## src/rtl/tsmp_cmd_parser.sv

```systemverilog
// TSMP command parser: decodes framed read/write/config requests from the packet filter
// into single commands on a valid/ready port, counting malformed and busy-dropped frames.
module tsmp_cmd_parser #(
  parameter int          DATA_WIDTH = 9,
  parameter logic [15:0] ETHERTYPE  = 16'hFF01,
  parameter int          CNT_WIDTH  = 16
) (
  input  logic                  i_clk,
  input  logic                  i_rst,
  input  logic [DATA_WIDTH-1:0] iv_data,
  input  logic                  i_data_wr,
  output logic                  o_cmd_valid,
  input  logic                  i_cmd_ready,
  output logic [1:0]            ov_cmd_type,
  output logic [31:0]           ov_cmd_addr,
  output logic [31:0]           ov_cmd_wdata,
  output logic [47:0]           ov_cmd_smac,
  output logic [CNT_WIDTH-1:0]  ov_err_cnt,
  output logic [CNT_WIDTH-1:0]  ov_drop_cnt
);

  typedef enum logic {IDLE, RECV} state_e;

  state_e                state_q, state_d;
  logic [5:0]            idx_q, idx_d;
  logic [47:0]           smac_q, smac_d;
  logic [15:0]           etype_q, etype_d;
  logic [7:0]            type_q, type_d;
  logic [31:0]           addr_q, addr_d;
  logic [31:0]           wdata_q, wdata_d;

  logic                  cmd_valid_q, cmd_valid_d;
  logic [1:0]            cmd_type_q, cmd_type_d;
  logic [31:0]           cmd_addr_q, cmd_addr_d;
  logic [31:0]           cmd_wdata_q, cmd_wdata_d;
  logic [47:0]           cmd_smac_q, cmd_smac_d;
  logic [CNT_WIDTH-1:0]  err_cnt_q, err_cnt_d;
  logic [CNT_WIDTH-1:0]  drop_cnt_q, drop_cnt_d;

  logic                  delim;
  logic [7:0]            byte_v;
  logic                  store;
  logic                  tail;
  logic [5:0]            pos;
  logic                  type_ok;
  logic                  len_ok;
  logic                  good;
  logic                  slot_free;

  assign delim  = iv_data[DATA_WIDTH-1];
  assign byte_v = iv_data[7:0];

  always_comb begin
    state_d     = state_q;
    idx_d       = idx_q;
    smac_d      = smac_q;
    etype_d     = etype_q;
    type_d      = type_q;
    addr_d      = addr_q;
    wdata_d     = wdata_q;
    cmd_valid_d = cmd_valid_q && !i_cmd_ready;
    cmd_type_d  = cmd_type_q;
    cmd_addr_d  = cmd_addr_q;
    cmd_wdata_d = cmd_wdata_q;
    cmd_smac_d  = cmd_smac_q;
    err_cnt_d   = err_cnt_q;
    drop_cnt_d  = drop_cnt_q;
    store       = 1'b0;
    tail        = 1'b0;
    pos         = 6'd0;

    case (state_q)
      IDLE: begin
        if (i_data_wr && delim) begin
          store   = 1'b1;
          idx_d   = 6'd1;
          state_d = RECV;
        end
      end
      RECV: begin
        if (i_data_wr) begin
          store = 1'b1;
          pos   = idx_q;
          idx_d = (idx_q == 6'd63) ? 6'd63 : idx_q + 6'd1;
          if (delim) begin
            tail    = 1'b1;
            idx_d   = 6'd0;
            state_d = IDLE;
          end
        end
      end
      default: state_d = IDLE;
    endcase

    // Field registers are not cleared per frame: any frame short enough to leave
    // stale bytes in them fails the length check anyway.
    if (store) begin
      case (pos)
        6'd6:  smac_d[47:40]  = byte_v;
        6'd7:  smac_d[39:32]  = byte_v;
        6'd8:  smac_d[31:24]  = byte_v;
        6'd9:  smac_d[23:16]  = byte_v;
        6'd10: smac_d[15:8]   = byte_v;
        6'd11: smac_d[7:0]    = byte_v;
        6'd12: etype_d[15:8]  = byte_v;
        6'd13: etype_d[7:0]   = byte_v;
        6'd14: type_d         = byte_v;
        6'd15: addr_d[31:24]  = byte_v;
        6'd16: addr_d[23:16]  = byte_v;
        6'd17: addr_d[15:8]   = byte_v;
        6'd18: addr_d[7:0]    = byte_v;
        6'd19: wdata_d[31:24] = byte_v;
        6'd20: wdata_d[23:16] = byte_v;
        6'd21: wdata_d[15:8]  = byte_v;
        6'd22: wdata_d[7:0]   = byte_v;
        default: ;
      endcase
    end

    // Evaluation sees the tail byte already merged; frame length is idx_q + 1.
    type_ok   = (type_d == 8'd1) || (type_d == 8'd2) || (type_d == 8'd3);
    len_ok    = (type_d == 8'd1) ? (idx_q >= 6'd18) : (idx_q >= 6'd22);
    good      = tail && (etype_d == ETHERTYPE) && type_ok && len_ok;
    slot_free = !cmd_valid_q || i_cmd_ready;

    if (tail && !good) begin
      err_cnt_d = err_cnt_q + 1'b1;
    end else if (good && slot_free) begin
      cmd_valid_d = 1'b1;
      cmd_type_d  = type_d[1:0];
      cmd_addr_d  = addr_d;
      cmd_wdata_d = (type_d == 8'd1) ? 32'd0 : wdata_d;
      cmd_smac_d  = smac_d;
    end else if (good) begin
      drop_cnt_d = drop_cnt_q + 1'b1;
    end
  end

  always_ff @(posedge i_clk) begin
    if (i_rst) begin
      state_q     <= IDLE;
      idx_q       <= 6'd0;
      smac_q      <= '0;
      etype_q     <= '0;
      type_q      <= '0;
      addr_q      <= '0;
      wdata_q     <= '0;
      cmd_valid_q <= 1'b0;
      cmd_type_q  <= '0;
      cmd_addr_q  <= '0;
      cmd_wdata_q <= '0;
      cmd_smac_q  <= '0;
      err_cnt_q   <= '0;
      drop_cnt_q  <= '0;
    end else begin
      state_q     <= state_d;
      idx_q       <= idx_d;
      smac_q      <= smac_d;
      etype_q     <= etype_d;
      type_q      <= type_d;
      addr_q      <= addr_d;
      wdata_q     <= wdata_d;
      cmd_valid_q <= cmd_valid_d;
      cmd_type_q  <= cmd_type_d;
      cmd_addr_q  <= cmd_addr_d;
      cmd_wdata_q <= cmd_wdata_d;
      cmd_smac_q  <= cmd_smac_d;
      err_cnt_q   <= err_cnt_d;
      drop_cnt_q  <= drop_cnt_d;
    end
  end

  assign o_cmd_valid  = cmd_valid_q;
  assign ov_cmd_type  = cmd_type_q;
  assign ov_cmd_addr  = cmd_addr_q;
  assign ov_cmd_wdata = cmd_wdata_q;
  assign ov_cmd_smac  = cmd_smac_q;
  assign ov_err_cnt   = err_cnt_q;
  assign ov_drop_cnt  = drop_cnt_q;

endmodule
```

## config.mk

```make
export PLATFORM = sky130hd
export DESIGN_NAME = tsmp_cmd_parser
export DESIGN_NICKNAME = d
export VERILOG_FILES = /design/src/rtl/tsmp_cmd_parser.sv
export SDC_FILE = /design/constraint.sdc
export NUM_CORES = 1
export LEC_CHECK = 0
export CAP_MARGIN = 20
export CORE_MARGIN = 1.5
export CORE_UTILIZATION = 59
export CTS_CLUSTER_DIAMETER = 50
export DETAILED_ROUTE_END_ITERATION = 10
export HOLD_SLACK_MARGIN = 0.03
export PLACE_DENSITY = 0.89
export SLEW_MARGIN = 20
export SYNTH_ARGS = -nofsm -noshare
export SYNTH_HDL_FRONTEND = slang
export SYNTH_SLANG_ARGS = --single-unit
```

## constraint.sdc

```tcl
create_clock -name i_clk -period 6 [get_ports i_clk]
set_clock_uncertainty 0.2 [all_clocks]
set_input_delay 1.2 -clock i_clk [delete_from_list [all_inputs] [get_ports i_clk]]
set_output_delay 1.2 -clock i_clk [all_outputs]
set_load 0.01 [all_outputs]
```

==> flow_metrics.tcl <==
set metrics [dict create \
    synth_area_um2 11500 \
    postSynth.asyncResetShare 0 \
    fin_util 0.750 \
    worstReg2RegStart "idx_q[0]$_SDFFE_PP0P_" \
    nNetsFinal 1350 \
    cap_viol_max_count 0 \
    hold_viol_final 0 \
    via_per_inst 5.59 \
    finalSetupViolCount 0 \
    die_w_um 143 \
    required_ns 6.26 \
    ys_seq_area_frac 0.504 \
    rsz0062_at_grt "no" \
    hold_depth 2 \
    ant_nets 0 \
    cts.sinks 290 \
    hold_start "smac_q[38]$_SDFF_PP0_" \
    dr_total_vias 9047 \
    initial_core_util 0.608 \
    r2r_end "ov_err_cnt[14]$_SDFFE_PP0P_" \
    crit_path_end_kind "register" \
    worst_slack_ns 1.46 \
    period_needed_ns 4.54 \
    grt_max_degree 152 \
    crit_slowest_cell "clkdlybuf4s50_1" \
    syn_inst 1226 \
    synth-edff-count 0 \
    cts_max_level 1 \
    relSlewSlack 0.335 \
    cp-start-kind "input port" \
    grt_pass1_wl_um 43000 \
    io_buffers 159 \
    antenna_found_initial 1 \
    min_path_type "reg -> reg" \
    ys_types 51 \
    drive_above_1_share 0.0649 \
    dp_slack_ns 0.993 \
    synth_fp_nets 1243 \
    syn_area_per_cell_um2 9.40 \
    fmax_mhz 221 \
    synth_top_area_cell "dfxtp_1" \
    worstSetupPathType "in -> reg" \
    dpl.hpwl_um 16400 \
    syn2layout_area_growth_pct 23.4 \
    post_cts.repair.setup_buffers 0 \
    rrSetupSlack_ns 2.41 \
    fp-row-count 50 \
    arrival_ns 4.79 \
    clk_latency_ns 0.55 \
    crit_chain "clkdlybuf4s50_1, nor4_2, nand4b_1, and4_1, o311ai_4, buf_4, nand2_1, or4_1, a21oi_1" \
    synth.top_cell.area_share 0.504 \
    dr.pass1.iters 4 \
    clockRootBuffer "clkbuf_16" \
    die_h_um 143 \
    min_to "smac_q[38]$_SDFF_PP0_" \
    cts.clk_slew.worst_paths_ns 0.06 \
    cts_tree "yes" \
    tns_ns 0 \
    post-route-period-util 0.756 \
    slew_viol_final 0 \
    cts_resized 0 \
    routed_wl_um 27000 \
    dp.cells 1562 \
    p_leak_nw 5.66 \
    grt-ovfl-total 0 \
    power-per-cell-area_nw_per_um2 278 \
    fin_cells 1617 \
    grt_pass1_vias 8618 \
    worstMarginPinSlew_ns 0.994 \
    yosysWarningCount 0 \
    ioPinCount 160 \
    ys_ff_latch 290 \
    grtUsageTotal 0.260 \
    die_area_um2 20400 \
    core_um2 19000 \
    synth_flop_cell "dfxtp_1" \
    status "finished, final reports clean" \
    gp_congestion 0.849 \
    wl_per_cell_um 16.7 \
    hold_buffers 0 \
    r2r_cells 8 \
    clockBufferDepth 3 \
    max_stage_delay_ns 0.85 \
    synthTopCellsByArea "dfxtp_1, mux2i_1, nand3b_1" \
    cts_made_buffers 29 \
    drcViolationCount 0 \
    drtIter0Drc 627 \
    whs_ns 0.265 \
    ir_worst_vdd_v 0.000227 \
    critPathMaxFanout 22 \
]
==> per-stage QoR <==
step | total power [W] | instance area [µm²]
3_5_place_dp | 0.00207 | 13200
2_1_floorplan | 0.00204 | 11500
6_report | 0.00395 | 14200
5_1_grt | 0.00406 | 14200
3_3_place_gp | 0.00207 | 13200
4_1_cts | 0.00397 | 14200
==> flip-flops by register name (all words and copies together), names as in the netlist <==
name,cells
smac_q,48
wdata_q,32
etype_q,16
o_cmd_valid,1
state_q,1
ov_cmd_wdata,32
idx_q,6
ov_drop_cnt,16
ov_cmd_addr,32
ov_cmd_type,2
ov_err_cnt,16
ov_cmd_smac,48
addr_q,32
type_q,8
==> metal layers <==
metal  vias up  track usage  wire [µm]
met5         -            0          0
met4         0       0.0906        610
met3        49       0.0543       1820
met2       278        0.429      12700
met1      4339        0.338      11900
li1       4381            -          -
==> logic make-up after synthesis <==
kind of cell | share of synthesized area
xor gates and xnor gates | 0.0144
and+or+nand+nor | 0.266
AOI/OAI and AO/OA | 0.0583
buffers and inverters | 0.0395
DFF | 0.504
muxes | 0.113
adders and majority gates | 0.00434
==> power breakdown <==
part / switching (W) / total (W) / internal (W)
Combinational: 0.0000689 / 0.0000976 / 0.0000287
Clock: 0.000757 / 0.00192 / 0.00116
Sequential: 0.00000516 / 0.00193 / 0.00193
==> cell usage in the layout, fill, tap and decap left out, drive strengths merged, types with 7 or more instances in the layout <==
master / netlist / layout
nand2: 161 / 161
mux2i: 129 / 129
nand3b: 106 / 106
or4: 7 / 7
buf: 37 / 15
clkdlybuf4s50: 0 / 158
nor2: 175 / 175
nor4: 13 / 13
a21o: 33 / 33
nand2b: 14 / 14
o21ai: 20 / 20
xnor2: 14 / 14
nand4: 8 / 8
clkbuf: 60 / 39
inv: 7 / 9
nor3b: 34 / 34
dfxtp: 290 / 290
nand3: 18 / 18
a21oi: 29 / 29
==> layout make-up <==
type / instances / area (µm²)
timing repair buffer: 173 / 1720
tap: 260 / 325
clock inverter: 14 / 200
inverter: 7 / 26.3
sequential: 290 / 5810
clock buffer: 39 / 843
fill: 1312 / 4740
multi-input combinational: 832 / 5290
antenna: 2 / 5.00
==> worst max-delay path: cells and delay by family <==
family | cells | cell delay (ns)
and+or+nand+nor | 5 | 2.00
AOI/OAI and AO/OA | 2 | 0.36
buffers and inverters | 2 | 1.20
==> Yosys cell counts, types with 8 or more instances <==
master and instances:
dfxtp_1 290, nor2_1 171, nand2_1 161, mux2i_1 129
nand3b_1 106, clkbuf_1 60, nor3b_1 34, a21o_1 33
buf_2 31, a21oi_1 29, o21ai_0 20, nand3_1 18
nand2b_1 14, xnor2_1 14, nand4_1 8, nor4_1 8
==> how the worst max path moves through the flow <==
stage | slack (ns) | end | from | depth (start not counted)
2_1_floorplan | 2.48 | ov_drop_cnt[11]$_SDFFE_PP0P_ | iv_data[3] | 10
3_3_place_gp | 1.11 | ov_err_cnt[8]$_SDFFE_PP0P_ | iv_data[5] | 9
3_5_place_dp | 0.99 | ov_err_cnt[14]$_SDFFE_PP0P_ | iv_data[5] | 9
4_1_cts | 1.51 | ov_err_cnt[14]$_SDFFE_PP0P_ | iv_data[5] | 9
5_1_grt | 1.32 | ov_err_cnt[12]$_SDFFE_PP0P_ | iv_data[5] | 9
6_report | 1.46 | ov_err_cnt[14]$_SDFFE_PP0P_ | iv_data[5] | 9
(Power assumes the default switching activity.)
